==> config.mk <==
export PLATFORM = sky130hd
export DESIGN_NAME = lut_table_loader
export DESIGN_NICKNAME = d
export VERILOG_FILES = /design/src/rtl/lut_table_loader.sv
export SDC_FILE = /design/constraint.sdc
export NUM_CORES = 1
export LEC_CHECK = 0
export ABC_AREA = 1
export CAP_MARGIN = 20
export CELL_PAD_IN_SITES_DETAIL_PLACEMENT = 2
export CELL_PAD_IN_SITES_GLOBAL_PLACEMENT = 2
export CORE_UTILIZATION = 39
export CTS_BUF_LIST = sky130_fd_sc_hd__clkbuf_4 sky130_fd_sc_hd__clkbuf_8 sky130_fd_sc_hd__clkbuf_16
export CTS_CLUSTER_SIZE = 16
export DETAILED_ROUTE_END_ITERATION = 12
export PLACE_DENSITY_LB_ADDON = 0.1
export SYNTH_ARGS = -nofsm -noshare
export SYNTH_HDL_FRONTEND = slang
export SYNTH_SLANG_ARGS = --single-unit
==> constraint.sdc <==
create_clock -name clk -period 2.83 [get_ports clk]
set_clock_uncertainty 0.15 [all_clocks]
set_input_delay 0.566 -clock clk [delete_from_list [all_inputs] [get_ports clk]]
set_output_delay 0.566 -clock clk [all_outputs]
set_load 0.02 [all_outputs]
==> src/rtl/lut_table_loader.sv <==
// Coarse LUT loader: stores a 64-entry table streamed in over valid/ready and
// serves the registered entry[addr] / entry[addr+1] pair to the interpolator.
//
// state    | meaning
// ---------+-----------------------------------------------------------
// ST_EMPTY | no complete table held since reset; stream not accepted
// ST_LOAD  | accepting beats, entry load_count is written next
// ST_FULL  | complete table held, table_ready high, stream not accepted
module lut_table_loader #(
    parameter int ENTRIES = 64,
    parameter int AW      = 6,
    parameter int DW      = 8
) (
    input  logic          clk,
    input  logic          rst,
    input  logic          load_start,
    input  logic [DW-1:0] in_data,
    input  logic          in_valid,
    output logic          in_ready,
    input  logic [AW-1:0] rd_addr,
    output logic [DW-1:0] rd_data0,
    output logic [DW-1:0] rd_data1,
    output logic          table_ready,
    output logic          load_done,
    output logic [AW:0]   load_count
);

    localparam logic [AW:0] LAST_IDX = (AW+1)'(ENTRIES - 1);

    typedef enum logic [1:0] {
        ST_EMPTY = 2'd0,
        ST_LOAD  = 2'd1,
        ST_FULL  = 2'd2
    } state_t;

    state_t        r_state;
    state_t        w_state_nxt;
    logic [DW-1:0] r_mem [ENTRIES];
    logic [AW:0]   r_load_count;
    logic          r_load_done;
    logic [DW-1:0] r_rd_data0;
    logic [DW-1:0] r_rd_data1;
    logic          w_accept;
    logic          w_last;
    logic [AW-1:0] w_rd_addr_p1;

    // A restart request blocks the stream for its own cycle so the counter
    // reset and a write can never collide on the same edge.
    assign in_ready     = (r_state == ST_LOAD) && !load_start;
    assign w_accept     = in_valid && in_ready;
    assign w_last       = w_accept && (r_load_count == LAST_IDX);
    assign w_rd_addr_p1 = rd_addr + AW'(1);

    always_ff @(posedge clk or posedge rst) begin
        if (rst) begin
            r_state <= ST_EMPTY;
        end else begin
            r_state <= w_state_nxt;
        end
    end

    always_comb begin
        w_state_nxt = r_state;
        case (r_state)
            ST_EMPTY: begin
                if (load_start) w_state_nxt = ST_LOAD;
            end
            ST_LOAD: begin
                if (load_start)  w_state_nxt = ST_LOAD;
                else if (w_last) w_state_nxt = ST_FULL;
            end
            ST_FULL: begin
                if (load_start) w_state_nxt = ST_LOAD;
            end
            default: w_state_nxt = ST_EMPTY;
        endcase
    end

    always_ff @(posedge clk or posedge rst) begin
        if (rst) begin
            r_load_count <= '0;
            r_load_done  <= 1'b0;
        end else begin
            r_load_done <= w_last;
            if (load_start) begin
                r_load_count <= '0;
            end else if (w_accept) begin
                r_load_count <= r_load_count + (AW+1)'(1);
            end
        end
    end

    // Table storage is deliberately not reset; validity is tracked by state.
    always_ff @(posedge clk) begin
        if (w_accept) begin
            r_mem[r_load_count[AW-1:0]] <= in_data;
        end
    end

    always_ff @(posedge clk or posedge rst) begin
        if (rst) begin
            r_rd_data0 <= '0;
            r_rd_data1 <= '0;
        end else begin
            r_rd_data0 <= r_mem[rd_addr];
            r_rd_data1 <= r_mem[w_rd_addr_p1];
        end
    end

    assign rd_data0    = r_rd_data0;
    assign rd_data1    = r_rd_data1;
    assign table_ready = (r_state == ST_FULL);
    assign load_done   = r_load_done;
    assign load_count  = r_load_count;

endmodule

==> impl_metrics.toml <==
[grt]
antenna_found_initial = 0
track_usage_pct = 33.2
grt_pass1_wl_mm = 176
grt_pass1_vias = 27184
grt_remaining_overflow = 0
grt_max_degree = 86

[pwr]
powerDensity_mw_per_mm2 = 618
leakage_nw = 13.5
finalPower_mw = 20.1
ir_drop_mv = 0.432

[clock_tree]
clkTransAtPathRegs_ns = 0.06
cts_setup_buffers = 0
cts_hold_buffers = 0
cts_root_buf = "clkbuf_16"
cts_buffer_depth = 3
cts_sinks = 538
h-tree-depth = 3
clk_latency_ns = 0.61
cts_resized = 0
cts_made_buffers = 66
cts_tree = "yes"

[sta]
rsz0062_at_grt = "false"
worst-slew-pin-transition_ns = 0.729
fin_crit_ns = 2.66
hold_viol = 0
finalCritPeriodShare_pct = 93.9
slew_headroom_pct = 51.0
finalSetupViolations = 0
maxSlewViolCount = 0
fmax_ghz = 0.376

[placed_design]
globalplace.congestion = 0.928
post-place-cells = 4254
numPortBuffers = 43
hpwl_mm = 79.4

[worst_setup_path]
worst-r2r-setup-slack_ns = 0.25
critPathKind = "reg -> out"
cp_top_family = "buffers and inverters"
crit_arrival_ns = 1.94
worst_setup_path_end_kind = "output pin"
critical_path.max_stage_delay_ns = 0.66
cp_data_required_time_ns = 2.11
crit_buf_inv = 1
start_kind = "flip-flop"
crit_chain = "nor3_1 -> clkdlybuf4s50_1"
crit_fanout = 3
critPathSlowestCell = "clkdlybuf4s50_1"

[finish]
regArea_mm2 = 0.0160
fin_nets = 3402
drive_above_1_share_pct = 9.01
area_delta_synth_final_pct = 16.8
nFillCells = 7541
antenna_cells = 0
instances_no_fill = 4368
layout_commonest_cell = "nand2_1"
final_cell_mix = "nand2_1, nand3_1, edfxtp_1"
multi_input_area_mm2 = 0.00997

[flow_run]
cap_violations = 0

[routing]
routed_via_density = 5.74
drcViolationCount = 0
firstDrtPassIters = 5
ant_nets = 0
drt_iter0_drc = 2030
routedWlPerCell_um = 27.2
vias = 25064
drt_wl_total_mm = 119

[floorplanning]
io-pin-count = 44
die_y_um = 269
core-area_mm2 = 0.0703
die_area_mm2 = 0.0724
std_cell_rows = 97
initial_core_util_pct = 39.6
die_w_um = 269

[logic_synthesis]
mappedNetlistArea_mm2 = 0.0278
synth_area_leaders = "edfxtp_1, nand2_1, nand3_1"
synth_cell_type_count = 26
synth_top_area_share_pct = 55.3
ys.warnings.count = 0
ys_ff_latch = 538
yosys.area.top_type = "edfxtp_1"
synthCells = 3302
synth_fp_nets = 3322
ys_seq_area_share_pct = 57.6
synth_area_per_cell_um2 = 8.42

[status]
status = "completed"

[min_path]
hp-class = "in -> async"
==> path summary, 6_finish.rpt <==
check / endpoint / startpoint / cells after the start
worst max register to register: r_mem[50][5]$_DFFE_PP_ / load_count[1]$_DFFE_PP0P_ / 6
worst min-delay path: load_count[6]$_DFFE_PP0P_ / rst / 3
worst max-delay path: in_ready / r_state[1]$_DFFE_PP0P_ / 2
worst min register to register: r_state[0]$_DFFE_PP0P_ / r_state[0]$_DFFE_PP0P_ / 1
max in group asynchronous: rd_data0[3]$_DFF_PP0_ / rst / 3
min in group clk: r_state[0]$_DFFE_PP0P_ / r_state[0]$_DFFE_PP0P_ / 1
==> cell usage after synthesis (all sizes together) <==
cell type / count
nand2: 1327
dfrtp: 26
ha: 2
a31oi: 1
or2: 2
xor2: 3
inv: 195
edfxtp: 512
buf: 171
nand4: 3
a21oi: 10
xnor2: 1
nand3: 752
nor3: 10
nor4: 2
o22ai: 2
clkinv: 2
nor2: 173
o21ai: 60
clkbuf: 48
==> area by class of cell <==
| type | count | share of cell area, % |
|---|---|---|
| clock buffers | 82 | 5.65 |
| clock inverters | 32 | 0.940 |
| inverters | 197 | 2.31 |
| multi-input cells | 2348 | 30.7 |
| flip-flops and latches | 538 | 49.3 |
| well taps | 940 | 3.62 |
| repair buffers | 231 | 7.44 |
==> metrics by stage <==
step | TNS [ns] | hold WS [ns] | utilization (%) | instance area (um^2) | setup slack [ns]
after floorplan | 0 | 0.292 | - | 27800 | 0.0888
after detailed placement | -13.48 | 0.331 | 43.2 | 30300 | -0.194
after global routing | 0 | 0.233 | 46.2 | 32500 | 0.129
after global placement | -6.51 | 0.311 | 43.2 | 30300 | -0.139
after CTS | 0 | 0.189 | 46.2 | 32500 | 0.145
final | 0 | 0.192 | 46.2 | 32500 | 0.173
==> worst reg2reg max path, delay by kind of cell, from the launching register on <==
family,cells,cell delay [ns]
AND/OR/NAND/NOR,3,0.91
buffers and inverters,3,0.61
flip-flops,1,0.59
==> layer usage <==
metal / GRT usage [%] / share of wire (%)
met5: 0 / 0
met4: 13.4 / 4.2
met3: 4.30 / 5.2
met2: 56.7 / 49
met1: 42.7 / 42
==> power breakdown <==
part	internal (mW)	switching, mW	total, mW
combinational	0.759	1.92	2.68
clock	5.13	3.42	8.56
sequential	8.77	0.0624	8.83
==> cell families (layout without fill, tap and decap cells) <==
group | Yosys count | after routing | synth area share [%]
simple gates | 2269 | 2269 | 34.1
flops | 538 | 538 | 57.6
xor+xnor | 4 | 4 | 0.207
buf+inv | 416 | 542 | 6.62
compound gates | 73 | 73 | 1.33
fa+ha+maj | 2 | 2 | 0.0900
==> state kept, by name, summed over array words and instances, names as in the netlist <==
| name | count |
|---|---|
| r_mem | 512 |
| rd_data0 | 8 |
| rd_data1 | 8 |
| load_count | 7 |
| r_state | 2 |
| load_done | 1 |
No activity file was read; power rests on OpenSTA's default activity.
